File: src/rtl/lsu_pkg.sv
// lsu_pkg: shared definitions for the load/store control stage.
//   - funct3 encodings for load/store access size and signedness
//   - lsu_state_t: control FSM states
//   - lsu_req_t: captured request (direction, funct3, byte address, store data)
package lsu_pkg;

  localparam logic [2:0] F3_B  = 3'b000;
  localparam logic [2:0] F3_H  = 3'b001;
  localparam logic [2:0] F3_W  = 3'b010;
  localparam logic [2:0] F3_BU = 3'b100;
  localparam logic [2:0] F3_HU = 3'b101;

  typedef enum logic [1:0] {
    IDLE    = 2'd0,
    ISSUE   = 2'd1,
    RD_WAIT = 2'd2,
    RESP    = 2'd3
  } lsu_state_t;

  typedef struct packed {
    logic        we;
    logic [2:0]  funct3;
    logic [31:0] addr;
    logic [31:0] wdata;
  } lsu_req_t;

endpackage

File: src/rtl/lsu_align.sv
// lsu_align: combinational byte-lane helpers for the load/store stage.
// Ports:
//   i_funct3  access size/sign (instr[14:12])
//   i_offset  byte offset within the word (addr[1:0])
//   i_wdata   raw store data (rs2)
//   i_rdata   raw word read from memory
//   o_be      per-byte write enables
//   o_wdata   store data replicated across the byte lanes
//   o_rdata   load data shifted down and sign/zero-extended
module lsu_align
  import lsu_pkg::*;
#(
  parameter int DATA_W = 32
) (
  input  logic [2:0]        i_funct3,
  input  logic [1:0]        i_offset,
  input  logic [DATA_W-1:0] i_wdata,
  input  logic [DATA_W-1:0] i_rdata,
  output logic [3:0]        o_be,
  output logic [DATA_W-1:0] o_wdata,
  output logic [DATA_W-1:0] o_rdata
);

  // funct3[1:0] carries the access size; funct3[2] only selects zero-extension.
  function automatic logic [3:0] f_be(input logic [2:0] f3, input logic [1:0] off);
    case (f3[1:0])
      2'b00:   f_be = 4'b0001 << off;
      2'b01:   f_be = 4'b0011 << off;
      default: f_be = 4'b1111;
    endcase
  endfunction

  // Replicating into every lane lets the memory pick the byte with o_be alone.
  function automatic logic [DATA_W-1:0] f_wdata(input logic [2:0] f3,
                                                input logic [DATA_W-1:0] wd);
    case (f3[1:0])
      2'b00:   f_wdata = {4{wd[7:0]}};
      2'b01:   f_wdata = {2{wd[15:0]}};
      default: f_wdata = wd;
    endcase
  endfunction

  function automatic logic [DATA_W-1:0] f_extract(input logic [2:0] f3,
                                                  input logic [1:0] off,
                                                  input logic [DATA_W-1:0] rd);
    logic signed [DATA_W-1:0] s;
    s = rd >> {off, 3'b000};
    case (f3)
      F3_B:    f_extract = {{(DATA_W-8){s[7]}}, s[7:0]};
      F3_BU:   f_extract = {{(DATA_W-8){1'b0}}, s[7:0]};
      F3_H:    f_extract = {{(DATA_W-16){s[15]}}, s[15:0]};
      F3_HU:   f_extract = {{(DATA_W-16){1'b0}}, s[15:0]};
      default: f_extract = rd;
    endcase
  endfunction

  assign o_be    = f_be(i_funct3, i_offset);
  assign o_wdata = f_wdata(i_funct3, i_wdata);
  assign o_rdata = f_extract(i_funct3, i_offset, i_rdata);

endmodule

File: src/rtl/lsu_ctrl.sv
// lsu_ctrl: registered load/store control stage between MEM and the data memory.
// Ports:
//   clk, rst_n                   clock, asynchronous active-low reset
//   req_valid/req_ready          request handshake (ready only in IDLE)
//   req_we, req_funct3,
//   req_addr, req_wdata          request: direction, funct3, byte address, store data
//   resp_valid                   one-cycle response pulse
//   resp_rdata                   extended load data (0 for stores and faults)
//   resp_misaligned/resp_illegal fault flags, qualified by resp_valid
//   mem_addr, mem_re, mem_we,
//   mem_wdata, mem_rdata         synchronous byte-enabled memory port
module lsu_ctrl
  import lsu_pkg::*;
#(
  parameter int DM_ADDRESS = 9,
  parameter int DATA_W     = 32
) (
  input  logic                  clk,
  input  logic                  rst_n,
  input  logic                  req_valid,
  output logic                  req_ready,
  input  logic                  req_we,
  input  logic [2:0]            req_funct3,
  input  logic [31:0]           req_addr,
  input  logic [DATA_W-1:0]     req_wdata,
  output logic                  resp_valid,
  output logic [DATA_W-1:0]     resp_rdata,
  output logic                  resp_misaligned,
  output logic                  resp_illegal,
  output logic [DM_ADDRESS-1:0] mem_addr,
  output logic                  mem_re,
  output logic [3:0]            mem_we,
  output logic [DATA_W-1:0]     mem_wdata,
  input  logic [DATA_W-1:0]     mem_rdata
);

  lsu_state_t        r_state, w_next;
  lsu_req_t          r_req;
  logic              r_mis, r_ill;
  logic [DATA_W-1:0] r_rdata;

  logic              w_accept, w_bad_f3, w_oor, w_ill, w_mis_raw, w_mis, w_fault;
  logic [3:0]        w_be;
  logic [DATA_W-1:0] w_wdata_rep, w_ext;
  logic              w_unused_addr;

  // Gating with rst_n keeps ready low for the whole time reset is held.
  assign req_ready = rst_n && (r_state == IDLE);
  assign w_accept  = req_valid && req_ready;

  // Fault decode on the live request so the verdict is latched with the accept.
  assign w_bad_f3  = req_we ? (req_funct3[2] || (req_funct3[1:0] == 2'b11))
                            : ((req_funct3 == 3'b011) || (req_funct3[2:1] == 2'b11));
  assign w_oor     = |req_addr[31:DM_ADDRESS];
  assign w_ill     = w_bad_f3 || w_oor;
  assign w_mis_raw = ((req_funct3[1:0] == 2'b01) && req_addr[0]) ||
                     ((req_funct3[1:0] == 2'b10) && (req_addr[1:0] != 2'b00));
  // Illegal wins so at most one flag is reported.
  assign w_mis     = !w_ill && w_mis_raw;
  assign w_fault   = w_ill || w_mis_raw;

  // Upper address bits only matter for the range check on the live request.
  assign w_unused_addr = ^r_req.addr[31:DM_ADDRESS];

  lsu_align #(.DATA_W(DATA_W)) u_align (
    .i_funct3 (r_req.funct3),
    .i_offset (r_req.addr[1:0]),
    .i_wdata  (r_req.wdata),
    .i_rdata  (mem_rdata),
    .o_be     (w_be),
    .o_wdata  (w_wdata_rep),
    .o_rdata  (w_ext)
  );

  always_ff @(posedge clk or negedge rst_n) begin
    if (!rst_n) r_state <= IDLE;
    else        r_state <= w_next;
  end

  always_comb begin
    w_next = r_state;
    case (r_state)
      IDLE:    if (w_accept) w_next = w_fault ? RESP : ISSUE;
      ISSUE:   w_next = r_req.we ? RESP : RD_WAIT;
      RD_WAIT: w_next = RESP;
      RESP:    w_next = IDLE;
      default: w_next = IDLE;
    endcase
  end

  always_comb begin
    mem_re          = 1'b0;
    mem_we          = 4'b0000;
    mem_addr        = '0;
    mem_wdata       = '0;
    resp_valid      = 1'b0;
    resp_misaligned = 1'b0;
    resp_illegal    = 1'b0;
    if (r_state == ISSUE) begin
      mem_addr = {r_req.addr[DM_ADDRESS-1:2], 2'b00};
      if (r_req.we) begin
        mem_we    = w_be;
        mem_wdata = w_wdata_rep;
      end else begin
        mem_re    = 1'b1;
      end
    end
    if (r_state == RESP) begin
      resp_valid      = 1'b1;
      resp_misaligned = r_mis;
      resp_illegal    = r_ill;
    end
  end

  assign resp_rdata = r_rdata;

  // Fault flags and response data; rdata is loaded only on the RD_WAIT->RESP
  // step so it is nonzero for exactly the RESP cycle of a load.
  always_ff @(posedge clk or negedge rst_n) begin
    if (!rst_n) begin
      r_mis   <= 1'b0;
      r_ill   <= 1'b0;
      r_rdata <= '0;
    end else begin
      if (w_accept) begin
        r_mis <= w_mis;
        r_ill <= w_ill;
      end
      r_rdata <= (r_state == RD_WAIT) ? w_ext : '0;
    end
  end

  // Request payload; only observed through ISSUE-qualified outputs.
  always_ff @(posedge clk) begin
    if (w_accept) begin
      r_req.we     <= req_we;
      r_req.funct3 <= req_funct3;
      r_req.addr   <= req_addr;
      r_req.wdata  <= req_wdata;
    end
  end

endmodule

File: config.mk
export PLATFORM = sky130hd
export DESIGN_NAME = lsu_ctrl
export DESIGN_NICKNAME = d
export VERILOG_FILES = /design/src/rtl/lsu_pkg.sv /design/src/rtl/lsu_align.sv /design/src/rtl/lsu_ctrl.sv
export SDC_FILE = /design/constraint.sdc
export NUM_CORES = 1
export LEC_CHECK = 0
export ABC_AREA = 1
export BUFFER_PORTS_ARGS = -buffer_cell sky130_fd_sc_hd__buf_2
export CAP_MARGIN = 15
export CORE_MARGIN = 2
export CORE_UTILIZATION = 40
export DETAILED_ROUTE_END_ITERATION = 10
export PLACE_DENSITY = 0.79
export SYNTH_ARGS = -nofsm -noshare
export SYNTH_HDL_FRONTEND = slang
export SYNTH_SLANG_ARGS = --single-unit
export TNS_END_PERCENT = 30
File: constraint.sdc
create_clock -name clk -period 3.22 [get_ports clk]
set_input_delay 0.322 -clock clk [delete_from_list [all_inputs] [get_ports clk]]
set_output_delay 0.322 -clock clk [all_outputs]
set_load 0.02 [all_outputs]
* Word level (Yosys, flattened, before mapping)
Cells that the tools add are included.
** Word-level totals
- Logic and storage cells :: 59
- Memories :: 0
- Bits in latches :: 0
- RAM bits :: 0
- Input bits :: 103
- Bits in read-only memories :: 0
- Bits in registers :: 81
** Operators by class
- Add/sub/neg operators :: 0
- Bitwise operators :: 0
- Divide/modulo/power cells :: 0
- Shift operators :: 3
- Order comparisons :: 0
- Reduce and logical (&&, ||, !) cells :: 16
- Multiplexer cells :: 19
- Multipliers :: 0
- Equality and inequality tests :: 13
** Operators with widths (number)
- case mux 32 bit (4 select lines) :: 1
- 2-to-1 mux 32 bit :: 3
- case mux 32 bit (2 select lines) :: 1
- >> shifter 32 x 5 -> 16 bit :: 1
- OR reduction 23 bit :: 1
- == test 2 bit (second input constant) :: 5
- 2-to-1 mux 9 bit :: 1
- 2-to-1 mux 4 bit :: 2
- case mux 2 bit (4 select lines) :: 1
- case mux 4 bit (2 select lines) :: 1
- 2-to-1 mux 1 bit :: 7
- == test 2 x 1 -> 1 bit (second input constant) :: 3
- == test 3 bit (second input constant) :: 2
- logical AND 1 bit :: 5
- logical OR 1 bit :: 5
- zero test 2 bit :: 2
- 2-to-1 mux 2 bit :: 2
- << shifter 1 x 2 -> 4 bit (first input constant) :: 1
- << shifter 2 x 2 -> 4 bit (first input constant) :: 1
- == test 3 x 1 -> 1 bit (second input constant) :: 1
- == test 3 x 2 -> 1 bit (second input constant) :: 1
- zero test 3 bit :: 1
- inequality test 2 bit (second input constant) :: 1
- nonzero test 2 bit :: 1
- zero test 1 bit :: 1

* Depth between registers and ports, before layout
Gate-level depths: netlist (run 1).
- Word-level depth :: 8
- Depth in mapped cells :: 10
- Depth with buffers taken out :: 9

* Modules after synthesis
A second synthesis (run 1) with hierarchy kept.
** Unflattened totals
- Cell total of the unflattened synthesis :: 577
- Area total of the unflattened synthesis :: 4581.9 um^2
** By module, submodules not included
- lsu_ctrl :: cells an instance 319, sequential area each 2252.2 um^2, times used 1, area each 3275.6 um^2
- lsu_align :: cells an instance 258, sequential area each 0.0 um^2, times used 1, area each 1306.3 um^2

* Worst setup path before layout (run 1)
No wires, ideal clock.
- Path type :: flip-flop to flip-flop
- From :: reg r_state[0]
- To :: reg r_state[0]
- Slack :: -215 ps
- Data required time :: 3085 ps
- Data arrival time :: 3299 ps
- Cell stages (with the launch flop) :: 8
- Cell sequence :: dfrtp_1 inv_1 ha_1 nand2_1 nor2_1 nor2_1 o21ai_0 o21ai_0
** Between the ends
- Word-level cells in the longest chain between the ends :: 4
** RTL lines
- start: declaration :: line lsu_ctrl.sv:37 : lsu_state_t r_state, w_next;
- start signal: assignment :: line lsu_ctrl.sv:77 : else r_state <= w_next;
- zero test 2 bit :: line lsu_ctrl.sv:48 : assign req_ready = rst_n && (r_state == IDLE);
- logical AND 1 bit :: line lsu_ctrl.sv:48
- logical AND 1 bit :: line lsu_ctrl.sv:49 : assign w_accept = req_valid && req_ready;
- net w_accept :: line lsu_ctrl.sv:42 : logic w_accept, w_bad_f3, w_oor, w_ill, w_mis_raw, w_mis, w_fault;
- inequality test 2 bit (no line)
The timed path passes the listed nets, and every way through them passes these cells.
A chain may end at the register's enable or synchronous reset.

* Worst setup path after layout (run 1)
- From :: reg r_state[1]
- To :: out mem_wdata[26]
** Between the ends
- Word-level cells in the longest chain between the ends :: 2
** RTL lines
- == test 2 x 1 -> 1 bit :: line lsu_ctrl.sv:99 : if (r_state == ISSUE) begin
- 2-to-1 mux 32 bit :: line lsu_ctrl.sv:99
- end: declaration :: line lsu_ctrl.sv:33 : output logic [DATA_W-1:0] mem_wdata,
Every way passes these cells.

==> key figures, run 1 <==
Global route
  – Global-route wire length before repair: 17,600 µm
  – Vias in the first global route: roughly 3,700
  – GR Overflow Total: 0
  – Initial antenna violation count: 0
  – Pin count of the biggest net entering global routing: 39
  – All-Layer GR Usage: between 20% and 30%

Clock tree
  – Setup Buffers After CTS: 0
  – CTS buffer count: 9
  – CTS hold repair buffers: 0
  – CTS sink cnt: 81
  – Clock-pin slew on the worst setup and hold paths: roughly 0.090 ns
  – # resized after CTS: 0
  – H-tree levels: 3
  – Worst-Skew Late Latency: ~0.36 ns
  – CTS max path bufs: 2
  – CTS tree: done
  – Root Buffer: clkbuf_8

Finish
  – Util after Layout: 53.3%
  – Register area: 2250 µm²
  – Multi-input logic area: about 1400 µm²
  – Layout Nets: 739
  – Area Overhead vs Synth: 31.5%
  – Fillers: 930
  – Antenna cell count: 0
  – Share of cells above drive strength 1: approximately a third

Route
  – Drt wl/cell: 14.8 µm
  – # DRC: 0
  – Routed Antenna Nets: 0
  – Vias per cell: about 4.8
  – Routed wire length: 11,400 µm
  – Pre-antenna DRT Iters: 4
  – Vias: roughly 3,700
  – Iter 0 DRT Violations: 140

Synthesis
  – Top cells by count, synth: nand2_1 (102), nor2_1 (74), inv_1 (51)
  – Syn. warnings: 0
  – Post-synth cell types: 23
  – Dominant cells by area after synthesis: edfxtp_1 (35%), dfrtp_1 (23%), nand2_1 (9.8%), nor2_1 (7.1%), inv_1 (4.9%)
  – Post-synth top area cell: edfxtp_1
  – Flops & latches, synth: 81
  – Post-synth top flop: edfxtp_1
  – Asr flop ratio synth: 44.4%
  – Synth Area in Simple Gates: around a quarter
  – Adder-cell share of the synthesized area: under 10%
  – Post-Syn Area: 3910 µm²
  – Post-synth EDFFs: 45
  – Sequential area share after synthesis: between 50% and 60%
  – Post-synthesis mux area share: 0%
  – Post-Syn Area per Cell: 8.64 µm²
  – Main combinational cell family by area after synthesis: simple AND/OR/NAND/NOR gates
  – Gate Count Post-Synth: 452
  – Most frequent cell after synthesis: nand2_1
  – Compound-cell area share of the yosys netlist: under 10%
  – Yosys top cell area share: approximately a third
  – Xor/xnor share of the synthesized area: 0%

Power and ir drop
  – Maximum vdd drop: 0.327 mV
  – Pwr/cell area: approximately 640 nW/µm²
  – Leak: 0.00278 µW

Die
  – # IOs: 185
  – Die X: roughly 100 µm
  – Die area: 10,600 µm²
  – Die H: about 100 µm
  – Num rows: 36
  – Initial Util: between 40 and 50%
  – Core area: 9640 µm²

Critical path
  – Crit Path Max Fanout: 16
  – CP cell instances: inv_1 -> ha_1 -> nand2_2 -> inv_1 -> o21ai_0 -> nor2_1 -> buf_2
  – CP max stage cell: dfrtp_1
  – Arr. time, crit path: between 2 and 3 ns
  – Slowest stage delay, CP: 0.44 ns
  – Req. time, crit path: roughly 2.9 ns
  – CP dominant cell by count: inv_1
  – Critical Path Sink Type: output port
  – R2R Setup Slk: approximately 1.0 ns
  – Worst Reg-to-Reg Cells: 7
  – Worst reg2reg startpoint: r_req[65]
  – Reg2reg end: resp_rdata[17]
  – Crit Path Category: register to output port
  – WP buf/inv: 3
  – Crit path depth: 7
  – Critical Path Sink: mem_wdata[26]
  – Top cell family by delay on the critical path: buffers and inverters
  – Critical Path Source Type: register
  – Critical path origin: r_state[1]

STA
  – Hold Violations, Final: 0
  – Hold_ws: 0.00359 ns
  – Max Freq: around 340 MHz
  – Final Cycle Share: roughly 90%
  – Post-route setup TNS: 0 ns
  – # setup viols final: 0
  – Max Clock Skew: ~0.011 ns
  – Relative slew slack: between 50% and 60%
  – Max-slew violation count: 0
  – Min Tclk post-route: a little under 3 ns
  – RSZ-0062 raised after global routing: no
  – Tightest Pin Transition: 0.619 ns

Job
  – Max-cap violations: 0

Placement
  – HPWL Detailed: between 8000 and 9000 µm
  – Port buffer count: approximately 180
  – Final GP Congestion: 0.826

Worst hold path
  – HP Class: input pin to asynchronous set/reset pin

Outcome
  – Status: finished, final reports clean
## area by class of cell
class | count | share of cell area, %
clock buffers | 9 | 2.41
clock inverters | 7 | 1.51
inverters | 54 | 3.95
multi-input cells | 300 | 26.6
flip-flops and latches | 81 | 43.8
well taps | 133 | 3.24
repair buffers | 185 | 18.4
## power breakdown
part	switching [µW]	total, µW	internal, µW	leakage [µW]
clock	395	760	365	0.000100
combinational	798	1160	364	0.00180
sequential	72.7	1360	1280	0.000888
## cell families (layout without fill, tap and decap cells)
group | count (synthesis) | count (layout)
adders and majority gates | 5 | 5
DFF | 81 | 81
other | 1 | 2
AOI/OAI and AO/OA | 74 | 74
and+or+nand+nor | 219 | 219
buffers and inverters | 72 | 255
## routing by layer
layer | share of wire [%] | track usage (%) | wire, µm
met1 | 41 | 26.4 | 4660
met2 | 49 | 38.6 | 5570
met3 | 9.1 | 5.83 | 1040
met4 | 1.2 | 8.00 | 132
met5 | 0 | 0 | 0
## state kept, by name (all words and copies together), names as in the netlist
signal	cells
r_ill	1
r_req	45
r_mis	1
r_state	2
resp_rdata	32
## per-stage QoR
stage	setup WS, ns	power [µW]	instance area, µm²	instances
floorplan	0.632	2130	3910	453
global placement	0.799	2520	4940	753
detailed placement	0.595	2550	4940	753
CTS	0.189	3320	5140	769
global route	0.0984	3490	5140	769
finish	0.304	3280	5140	769
## placed cells by master (no fill, tap or decap)
cell and count:
buf_12 1, nand2_2 2, inv_2 3, clkinv_2 1, nor2_1 73, inv_1 51, nor3_1 3, o22ai_1 8
buf_4 2, bufinv_16 1, nor2_2 11, o21ai_0 35, a21oi_1 31, nand4_1 1, clkinv_4 2, nor2_4 1
clkbuf_8 9, ha_1 5, nand3_1 23, clkinvlp_4 1, buf_2 182, nand3_2 1, edfxtp_1 45, nand2_1 102
inv_6 2, dfrtp_1 36, nand2_4 2, conb_1 2
## worst register-to-register path: cells and delay by family, from the launching register on
kind / cells / cell delay [ns]
flops: 1 / 0.55
simple gates: 6 / 1.20
buf+inv: 1 / 0.38
## worst min-delay path by stage
| stage | from | endpoint | slack, ns | depth (start not counted) |
|---|---|---|---|---|
| floorplan | rst_n | r_ill | 0.03 | 0 |
| global placement | rst_n | r_state[1] | 0.39 | 2 |
| detailed placement | rst_n | r_ill | 0.40 | 2 |
| CTS | rst_n | r_ill | 0.009 | 2 |
| global route | rst_n | r_ill | 0.02 | 2 |
| finish | rst_n | r_ill | 0.004 | 2 |
Note: power is estimated with default switching activity, not from simulation.
==> inputs of run 2 (changes only) <==
- PLACE_DENSITY: 0.79 -> 0.77
- SYNTH_HIERARCHICAL: unset -> 1
==> key figures, run 2 <==
Placement
  – Port buffer count: 182
  – Instance area at placement: approximately 5500 µm²
  – Placed insts: around 870
  – Final GP Congestion: approximately 0.87
  – HPWL Detailed: around 9000 µm
  – Pre-CTS WS: 1.06 ns

Die
  – Die area: 12,300 µm²
  – Num rows: 39
  – # IOs: between 150 and 200
  – Initial Util: slightly above 40%
  – Die X: between 100 and 150 µm
  – Core area: approximately 11,000 µm²
  – Die H: roughly 110 µm

Global route
  – Vias in the first global route: between 3,000 and 4,000
  – Pin count of the biggest net entering global routing: between 40 and 50
  – Initial antenna violation count: 0
  – GR Overflow Total: 0
  – Global-route wire length before repair: slightly below 20,000 µm
  – All-Layer GR Usage: approximately a fifth

Synthesis
  – Sequential area share after synthesis: roughly half
  – Adder-cell share of the synthesized area: under 10%
  – Dominant cells by area after synthesis: edfxtp_1 (29%), dfrtp_1 (20%), nand2_1 (14%), inv_1 (8.6%), nor2_1 (4.8%)
  – Post-synth top flop: edfxtp_1
  – Flops & latches, synth: 81
  – Compound-cell area share of the yosys netlist: 4.81%
  – Gate Count Post-Synth: between 500 and 600
  – Post-synth cell types: 28
  – Post-Syn Area: 4580 µm²
  – Asr flop ratio synth: 44.4%
  – Yosys top cell area share: 29.5%
  – Syn. warnings: 6
  – Xor/xnor share of the synthesized area: 0%
  – Synth Area in Simple Gates: a little under a third
  – Post-synthesis mux area share: 0%
  – Post-synth top area cell: edfxtp_1
  – Top cells by count, synth: nand2_1 (169), inv_1 (105), nor2_1 (59)
  – Post-Syn Area per Cell: 7.94 µm²
  – Main combinational cell family by area after synthesis: simple AND/OR/NAND/NOR gates
  – Post-synth EDFFs: between 40 and 50
  – Most frequent cell after synthesis: nand2_1

Power and ir drop
  – Clock share of power: between 20% and 30%
  – Switching pwr: about 1300 µW
  – Reg power frac: between 30% and 40%
  – Leak: 0.00350 µW
  – Maximum vdd drop: ~0.36 mV
  – Net Sw Frac: about 36%
  – Pwr/cell area: 613 nW/µm²
  – Comb pwr share: 33.6%
  – Internal Power: between 2000 and 2500 µW

Clock tree
  – CTS buffer count: 9
  – Clock-pin slew on the worst setup and hold paths: roughly 0.060 ns
  – CTS hold repair buffers: 0
  – Worst-Skew Late Latency: 0.34 ns
  – H-tree levels: 3
  – # resized after CTS: 0
  – Root Buffer: clkbuf_16
  – CTS tree: done
  – CTS max path bufs: 2
  – CTS sink cnt: 81
  – Setup Buffers After CTS: 0

STA
  – Final Cycle Share: 78.5%
  – Max Clock Skew: between 0.003 and 0.004 ns
  – # setup viols final: 0
  – Max Freq: around 400 MHz
  – Min Tclk post-route: roughly 2.5 ns
  – Hold Violations, Final: 0
  – Post-route setup TNS: 0 ns
  – Setup WS post-layout: slightly below 0.7 ns
  – RSZ-0062 raised after global routing: no
  – Hold_ws: 0.0649 ns
  – Max-slew violation count: 0
  – Tightest Pin Transition: between 1 and 1.5 ns
  – Relative slew slack: ~29%

Finish
  – Area Overhead vs Synth: 26.2%
  – Antenna cell count: 0
  – Design area: approximately 5800 µm²
  – Commonest non-fill, non-tap cells in the layout: buf_2 (182), nand2_1 (169), inv_1 (105)
  – Fillers: 1,138
  – Layout Nets: 849
  – Share of cells above drive strength 1: a little under a third
  – Final std cells w/o fill: a little under 900
  – Top reg by flops: r_req
  – Max reg flops: 45
  – Commonest non-fill, non-tap cell in the layout: buf_2

Route
  – Pre-antenna DRT Iters: 5
  – # DRC: 0
  – Iter 0 DRT Violations: 269
  – Drt wl/cell: approximately 13 µm
  – Vias per cell: roughly 4.7
  – Vias: approximately 4,200
  – Routed Antenna Nets: 0
  – Routed wire length: between 10,000 and 15,000 µm

Critical path
  – Worst reg2reg startpoint: r_req[32]
  – R2R Setup Slk: 1.00 ns
  – Critical Path Sink Type: output port
  – Critical Path Source Type: register
  – Crit Path Category: register to output port
  – Crit Path Max Fanout: 21
  – Req. time, crit path: 2.90 ns
  – Arr. time, crit path: about 2.2 ns
  – Worst Reg-to-Reg Cells: 9
  – Reg2reg end: resp_rdata[9]

Job
  – Max-cap violations: 0

Outcome
  – Status: finished, final reports clean

Worst hold path
  – HP Class: input pin to asynchronous set/reset pin
run 2: changes by cell type after synthesis, moves of 19 or more:
cell     previous run  this run
nand2_1           102       169
inv_1              51       105
a21oi_1            31         9
nand3_1            23        44
nand3_2             1        20
run 2: cell families (layout without fill, tap and decap cells):
group / after synthesis / count (layout)
simple gates: 308 / 308
buf+inv: 141 / 309
flops: 81 / 81
compound gates: 41 / 41
fa+ha+maj: 5 / 5
other cells: 1 / 2
run 2: area by class of cell:
| cell class | count | area (µm²) | share of cell area [%] |
|---|---|---|---|
| Tap cell | 143 | 179 | 3.09 |
| Multi-Input combinational cell | 356 | 1700 | 29.4 |
| Clock inverter | 7 | 71.3 | 1.23 |
| Clock buffer | 9 | 225 | 3.90 |
| Sequential cell | 81 | 2250 | 39.0 |
| Timing Repair Buffer | 186 | 953 | 16.5 |
| Inverter | 107 | 402 | 6.95 |
run 2: stage by stage:
step                total power (µW)  util [%]
detailed placement              2570      48.5
global placement                2550      48.5
global route                    3760      51.1
CTS                             3580      51.1
floorplan                       2200         -
finish                          3540      51.1
run 2: layer usage:
metal	wire (µm)	share of wire (%)	up-vias	track usage [%]
met3	1050	8.7	12	4.81
met5	0	0	-	0
met1	5130	43	1876	26.6
met4	143	1.2	0	5.43
met2	5650	47	209	32.0
li1	-	-	2086	-
run 2: how the worst max path moves through the flow:
stage	start	end	slack, ns	cells past startpoint
final	r_req[32]	mem_we[2]	0.69	5
after global routing	r_req[65]	mem_we[3]	0.51	8
after CTS	r_req[65]	mem_we[3]	0.70	8
after detailed placement	r_req[32]	resp_rdata[8]	1.06	9
after global placement	r_req[32]	mem_we[2]	1.05	5
after floorplan	r_state[0]	r_state[0]	1.27	7
run 2: critical path, stage by stage (launching register included):
cell and delay (ns):
edfxtp_1 0.87, nand2_1 0.37, o211ai_1 0.26, inv_1 0.06, nor2_1 0.11, buf_2 0.19
run 2: power groups by stage:
| stage | Combinational (µW) | Sequential, µW | Clock, µW |
|---|---|---|---|
| 2_1_floorplan | 710 | 1490 | 0 |
| 3_3_place_gp | 1190 | 1370 | 0 |
| 3_5_place_dp | 1200 | 1370 | 0 |
| 4_1_cts | 1200 | 1350 | 1030 |
| 5_1_grt | 1330 | 1370 | 1070 |
| 6_report | 1190 | 1350 | 1000 |
